File: src/rtl/if_axis_rx_pkg.sv
// Shared constants for the CPU-mapped AXI-stream receiver: register offsets,
// control/status bit positions and the default peripheral address window.
package if_axis_rx_pkg;

    localparam logic [7:0] DEF_SOC_SEGMENT = 8'he4;
    localparam logic [7:0] DEF_SOC_CLASS   = 8'haa;

    // Register select values taken from addr_i[6:4].
    typedef enum logic [2:0] {
        REG_STATUS  = 3'b001,
        REG_CONTROL = 3'b010,
        REG_DATA    = 3'b011
    } reg_sel_e;

    localparam int CTRL_POP   = 0;
    localparam int CTRL_FLUSH = 1;

    localparam int STAT_NOT_EMPTY = 0;
    localparam int STAT_FULL      = 1;
    localparam int STAT_TREADY    = 2;
    localparam int STAT_COUNT_LSB = 8;

    function automatic logic [31:0] status_word(input logic [7:0] count,
                                                input logic       tready,
                                                input logic       full,
                                                input logic       not_empty);
        logic [31:0] w;
        w = '0;
        w[STAT_COUNT_LSB +: 8] = count;
        w[STAT_TREADY]         = tready;
        w[STAT_FULL]           = full;
        w[STAT_NOT_EMPTY]      = not_empty;
        return w;
    endfunction

endpackage

File: src/rtl/if_axis_rx_sync_fifo.sv
// Single-clock FIFO with synchronous reset and flush; head data is shown
// combinationally (first-word fall-through style), pointers wrap modulo DEPTH.
module if_axis_rx_sync_fifo #(
    parameter int WIDTH     = 8,
    parameter int DEPTH     = 8,
    parameter int ADDR_BITS = 3
) (
    input  logic                 clk,
    input  logic                 rst,
    input  logic                 i_push,
    input  logic [WIDTH-1:0]     i_data,
    input  logic                 i_pop,
    input  logic                 i_flush,
    output logic [WIDTH-1:0]     o_head,
    output logic [ADDR_BITS:0]   o_count,
    output logic                 o_full,
    output logic                 o_empty
);

    logic [WIDTH-1:0]     r_mem [DEPTH];
    logic [ADDR_BITS-1:0] r_head;
    logic [ADDR_BITS-1:0] r_tail;
    logic [ADDR_BITS:0]   r_count;

    logic w_push_ok;
    logic w_pop_ok;

    assign o_full    = (r_count == (ADDR_BITS+1)'(DEPTH));
    assign o_empty   = (r_count == '0);
    assign o_count   = r_count;
    assign o_head    = r_mem[r_head];
    assign w_push_ok = i_push && !o_full;
    assign w_pop_ok  = i_pop && !o_empty;

    // NOTE: sequential state uses non-blocking assignments so every register
    // samples the pre-edge values of its neighbours.
    always_ff @(posedge clk) begin
        if (rst || i_flush) begin
            r_head  <= '0;
            r_tail  <= '0;
            r_count <= '0;
        end else begin
            if (w_push_ok) r_tail <= r_tail + ADDR_BITS'(1);
            if (w_pop_ok)  r_head <= r_head + ADDR_BITS'(1);
            case ({w_push_ok, w_pop_ok})
                2'b10:   r_count <= r_count + (ADDR_BITS+1)'(1);
                2'b01:   r_count <= r_count - (ADDR_BITS+1)'(1);
                default: r_count <= r_count;
            endcase
        end
    end

    // NOTE: storage carries no reset; entries are only visible once the
    // pointers say they were written, so clearing them buys nothing.
    always_ff @(posedge clk) begin
        if (w_push_ok) r_mem[r_tail] <= i_data;
    end

endmodule

File: src/rtl/if_axis_rx.sv
// AXI-stream slave that buffers incoming beats in a FIFO and exposes status,
// head data and pop/flush control through a CPU register window.
module if_axis_rx
    import if_axis_rx_pkg::*;
#(
    parameter logic [7:0] SOC_SEGMENT     = DEF_SOC_SEGMENT,
    parameter logic [7:0] SOC_CLASS       = DEF_SOC_CLASS,
    parameter int         AXIS_DATA_WIDTH = 8,
    parameter int         FIFO_DEPTH      = 8,
    parameter int         FIFO_ADDR_BITS  = 3
) (
    input  logic                       axis_aclk_i,
    input  logic                       axis_areset_i,
    input  logic [31:0]                addr_i,
    input  logic [31:0]                data_i,
    output logic [31:0]                data_o,
    output logic                       data_access_o,
    input  logic                       data_w_i,
    input  logic                       s_axis_tvalid_i,
    output logic                       s_axis_tready_o,
    input  logic [AXIS_DATA_WIDTH-1:0] s_axis_tdata_i
);

    logic                       w_access;
    logic [2:0]                 w_sel;
    logic                       w_ctrl_wr;
    logic                       w_pop;
    logic                       w_flush;
    logic                       w_push;
    logic [AXIS_DATA_WIDTH-1:0] w_head;
    logic [FIFO_ADDR_BITS:0]    w_count;
    logic [7:0]                 w_count8;
    logic                       w_full;
    logic                       w_empty;
    logic [31:0]                w_rd_mux;
    logic [31:0]                r_data;
    logic                       w_unused;

    assign w_access      = (addr_i[31:24] == SOC_SEGMENT) && (addr_i[23:16] == SOC_CLASS);
    assign data_access_o = w_access;
    assign w_sel         = addr_i[6:4];

    assign w_ctrl_wr = w_access && data_w_i && (w_sel == REG_CONTROL);
    assign w_pop     = w_ctrl_wr && data_i[CTRL_POP];
    assign w_flush   = w_ctrl_wr && data_i[CTRL_FLUSH];

    // Ready comes only from the registered count, so a same-cycle pop never
    // opens the door while full.
    assign s_axis_tready_o = !w_full;
    assign w_push          = s_axis_tvalid_i && s_axis_tready_o;

    if_axis_rx_sync_fifo #(
        .WIDTH     (AXIS_DATA_WIDTH),
        .DEPTH     (FIFO_DEPTH),
        .ADDR_BITS (FIFO_ADDR_BITS)
    ) u_fifo (
        .clk     (axis_aclk_i),
        .rst     (axis_areset_i),
        .i_push  (w_push),
        .i_data  (s_axis_tdata_i),
        .i_pop   (w_pop),
        .i_flush (w_flush),
        .o_head  (w_head),
        .o_count (w_count),
        .o_full  (w_full),
        .o_empty (w_empty)
    );

    assign w_count8 = 8'(w_count);

    // NOTE: the read mux gets a default before the case so no path leaves it
    // unassigned and no latch is inferred.
    always_comb begin
        w_rd_mux = '0;
        case (w_sel)
            REG_STATUS: w_rd_mux = status_word(w_count8, s_axis_tready_o, w_full, !w_empty);
            REG_DATA:   if (!w_empty) w_rd_mux[AXIS_DATA_WIDTH-1:0] = w_head;
            default:    w_rd_mux = '0;
        endcase
    end

    always_ff @(posedge axis_aclk_i) begin
        if (axis_areset_i) begin
            r_data <= '0;
        end else if (w_access) begin
            r_data <= w_rd_mux;
        end
    end

    assign data_o = r_data;

    assign w_unused = &{1'b0, addr_i[15:7], addr_i[3:0], data_i[31:2]};

endmodule

File: config.mk
export PLATFORM = sky130hd
export DESIGN_NAME = if_axis_rx
export DESIGN_NICKNAME = d
export VERILOG_FILES = /design/src/rtl/if_axis_rx_pkg.sv /design/src/rtl/if_axis_rx_sync_fifo.sv /design/src/rtl/if_axis_rx.sv
export SDC_FILE = /design/constraint.sdc
export NUM_CORES = 1
export LEC_CHECK = 0
export CORE_ASPECT_RATIO = 1.75
export CORE_MARGIN = 2
export CORE_UTILIZATION = 43
export DETAILED_ROUTE_END_ITERATION = 16
export PLACE_DENSITY_LB_ADDON = 0.3
export SLEW_MARGIN = 20
export SYNTH_ARGS = -nofsm -noshare
export SYNTH_HDL_FRONTEND = slang
export SYNTH_SLANG_ARGS = --single-unit
File: constraint.sdc
create_clock -name axis_aclk_i -period 3.2 [get_ports axis_aclk_i]
set_clock_uncertainty 0.1 [all_clocks]
set_input_delay 0.64 -clock axis_aclk_i [delete_from_list [all_inputs] [get_ports axis_aclk_i]]
set_output_delay 0.64 -clock axis_aclk_i [all_outputs]
set_load 0.1 [all_outputs]
==> flow_summary.json <==
{
  "setup.worst_path.start": "addr_i[25]",
  "io-pin-count": 110,
  "max-vdd-ir-drop_mv": 0.3630,
  "fin_ws_ns": 0.1260,
  "synth-seq-cells": 89,
  "max_cap_violations": 0,
  "count_of_non_filler_cells_in_the_finished_layout": 442,
  "post_dr_vias_cell": 5.084,
  "wl_met3_um": 268,
  "htreeDepth": 3,
  "min_period_over_period": 0.9606,
  "power.leakage_nw": 1.597,
  "power_density_nw_per_um2": 531.7,
  "ctsHoldBuffers": 0,
  "tritoncts": "done",
  "critical_path.reg2reg.endpoint": "u_fifo.o_count[2]$_SDFFE_PP0P_",
  "dr.max_layer_used": "met4",
  "worstHoldPathType": "reg2reg",
  "required_ns": 2.46,
  "syn_to_final_growth_pct": 23.59,
  "total_power_w": 0.002478,
  "finalInstanceArea_um2": 4661,
  "gp_congestion": 0.8117,
  "dieArea_um2": 9565,
  "congestion_overflow_gr": 0,
  "port-buffer-count": 46,
  "critPathArrivalTime_ns": 2.33,
  "fp.coreArea_um2": 8615,
  "detailedPlacementHpwl_mm": 5.119,
  "die_h_um": 127.9,
  "via_count_of_the_first_global_routing_pass": 2136,
  "vias": 2247,
  "setup_viol": 0,
  "core.rowCount": 45,
  "crit_path_max_fanout": 16,
  "synth.distinct_cells": 39,
  "sequential_to_total_area_share_from_yosys_stat": 0.6423,
  "detail_route.drc_violations": 0,
  "inst_count_dp": 426,
  "maximum_number_of_pins_on_one_net_before_global_route_repair": 17,
  "number_of_antenna_violations_at_the_first_check_in_global_routing": 0,
  "postCtsResizedCells": 0,
  "place_ws_ns": -0.1503,
  "total_placed_instance_area_um2": 4380,
  "cts_buffer_depth": 2,
  "syn-cell-area_um2": 3771,
  "post_cts_buffers": 0,
  "ant_nets": 0,
  "worst_setup_path_start_kind": "primary input",
  "fmaxAchievable_ghz": 0.3253,
  "grt_use_total": 0.1606,
  "endpoint_kind": "output pin",
  "max_slew.worst_pin.slew_ns": 0.7528,
  "slew_violations": 0,
  "rsz_0062_raised_after_global_routing": "no",
  "wl_met1_mm": 2.755,
  "rr_startpoint": "u_fifo.o_count[3]$_SDFFE_PP0P_",
  "global_route_wire_length_before_repair_mm": 10.79,
  "routedWlPerCell_um": 16.45,
  "worstSkewPairLatency_ns": 0.34,
  "fin_nets": 401,
  "totalWireLength_mm": 7.272,
  "initial_core_util": 0.4378,
  "clock_sink_count": 89,
  "fill_cells": 713,
  "synthesis.area_per_instance_um2": 14.50,
  "diodes_inserted": 0,
  "ff2ff_path_depth": 9,
  "cts_made_buffers": 9,
  "clockRootBuffer": "clkbuf_16",
  "timing_hold_violations_final": 0,
  "dr.pass1.iters": 4,
  "ff2ff_setup_slack_ns": 0.38,
  "drt_iter0_markers": 86,
  "count_of_synthesis_stage_warnings_from_yosys": 0,
  "worstSetupPathType": "in2out",
  "holdWs_ns": 0.3501,
  "run_status": "complete, no violations",
  "met2RoutedLength_mm": 4.122,
  "min_delay_worst_endpoint": "data_o[10]$_SDFFE_PP0N_",
  "post_route_cells_drive_above_1_share": 0.2400,
  "syn-instance-count": 260,
  "chipWidth_um": 74.79,
  "timing.hold.worst_path_depth": 2,
  "headroom_to_the_max_slew_limit": 0.4974,
  "min_tclk_post_route_ns": 3.074,
  "hold_path_startpoint": "data_o[10]$_SDFFE_PP0N_",
  "worst_setup_hold_path_clk_slew_ns": 0.06
}
==> logic make-up (layout without fill, tap and decap cells) <==
group	Yosys count	in the layout	share of synthesized area
other cells	1	20	0.0009944
mux	25	25	0.1221
compound gates	29	29	0.04247
flops	89	89	0.6423
simple gates	71	71	0.1085
buf+inv	35	81	0.05541
xor+xnor	5	5	0.01161
fa+ha+maj	5	5	0.01659
==> layer usage <==
layer,vias to the layer above,GRT usage
met5,-,0
met4,0,0.06933
met3,6,0.04560
met2,68,0.2884
met1,1099,0.1688
li1,1074,-
==> report_power, final <==
group | switching (W) | internal [W] | leakage (nW)
Combinational | 0.000166 | 0.0000749 | 0.688
Sequential | 0.00000944 | 0.00126 | 0.783
Clock | 0.000436 | 0.000532 | 0.126
Total | 0.000612 | 0.00187 | 1.60
==> through the flow <==
stage	TNS (ns)	util
final	0	0.5410
after detailed placement	-0.1503	0.5085
after global routing	0	0.5410
after global placement	-0.09584	0.5085
after floorplan	-0.007271	-
after CTS	0	0.5410
==> critical path: stages <==
cell             delay, ns
clkdlybuf4s50_1       0.40
or4b_4                0.55
nor4_4                0.24
buf_4                 0.29
buf_12                0.20
==> flip-flops by register name (all words and copies together) (netlist names), named ones only <==
name / count
u_fifo.r_mem: 64
data_o: 12
u_fifo.o_count: 4
u_fifo.r_head: 3
u_fifo.r_tail: 3
==> cell usage in the layout (no fill, tap or decap), types with 5 or more instances in the layout <==
cell,count
a21oi_1,18
buf_4,31
clkbuf_16,9
clkdlybuf4s50_1,32
conb_1,20
dfxtp_1,25
edfxtp_1,64
mux2_2,8
mux4_2,16
nand2_1,15
nand3_1,11
nand4_1,8
nor2_1,8
nor3_1,5
o21ai_0,5
xor2_1,5
==> final cells by class <==
cell class | count | area, µm² | area share
multi-input cells | 155 | 1235 | 0.2650
clock buffers | 9 | 225.2 | 0.04832
clock inverters | 7 | 55.05 | 0.01181
well taps | 117 | 146.4 | 0.03141
flip-flops and latches | 89 | 2422 | 0.5197
inverters | 1 | 3.754 | 0.0008054
repair buffers | 64 | 573.1 | 0.1230
==> Yosys cell counts, drive strengths merged <==
cell type	number	share of area
edfxtp	64	0.51
mux4	16	0.096
or3	3	0.0050
nand3	11	0.015
a21oi	18	0.024
and3	1	0.0017
nand4bb	2	0.0060
xor2	5	0.012
nor4bb	1	0.0027
nor2	8	0.0080
a31oi	2	0.0033
nand2b	4	0.0066
o211ai	1	0.0020
nor3	5	0.0066
or4b	2	0.0063
and2	1	0.0017
ha	5	0.017
clkbuf	11	0.011
mux2i	1	0.0027
a21o	1	0.0020
nor4	2	0.0050
nand2	15	0.015
mux2	8	0.024
nand4	8	0.013
or4	3	0.0060
buf	23	0.043
nor2b	2	0.0033
inv	1	0.00099
and3b	1	0.0023
a211o	1	0.0023
dfxtp	25	0.13
nand4b	2	0.0046
conb	1	0.00099
a31o	1	0.0023
o21ai	5	0.0066
==> worst max-delay path by stage <==
stage,depth (start not counted),endpoint
2_1_floorplan,11,u_fifo.o_count[2]$_SDFFE_PP0P_
3_3_place_gp,11,u_fifo.o_count[2]$_SDFFE_PP0P_
3_5_place_dp,11,u_fifo.o_count[2]$_SDFFE_PP0P_
4_1_cts,5,data_access_o
5_1_grt,5,data_access_o
6_report,5,data_access_o
No activity file was read; power rests on OpenSTA's default activity.
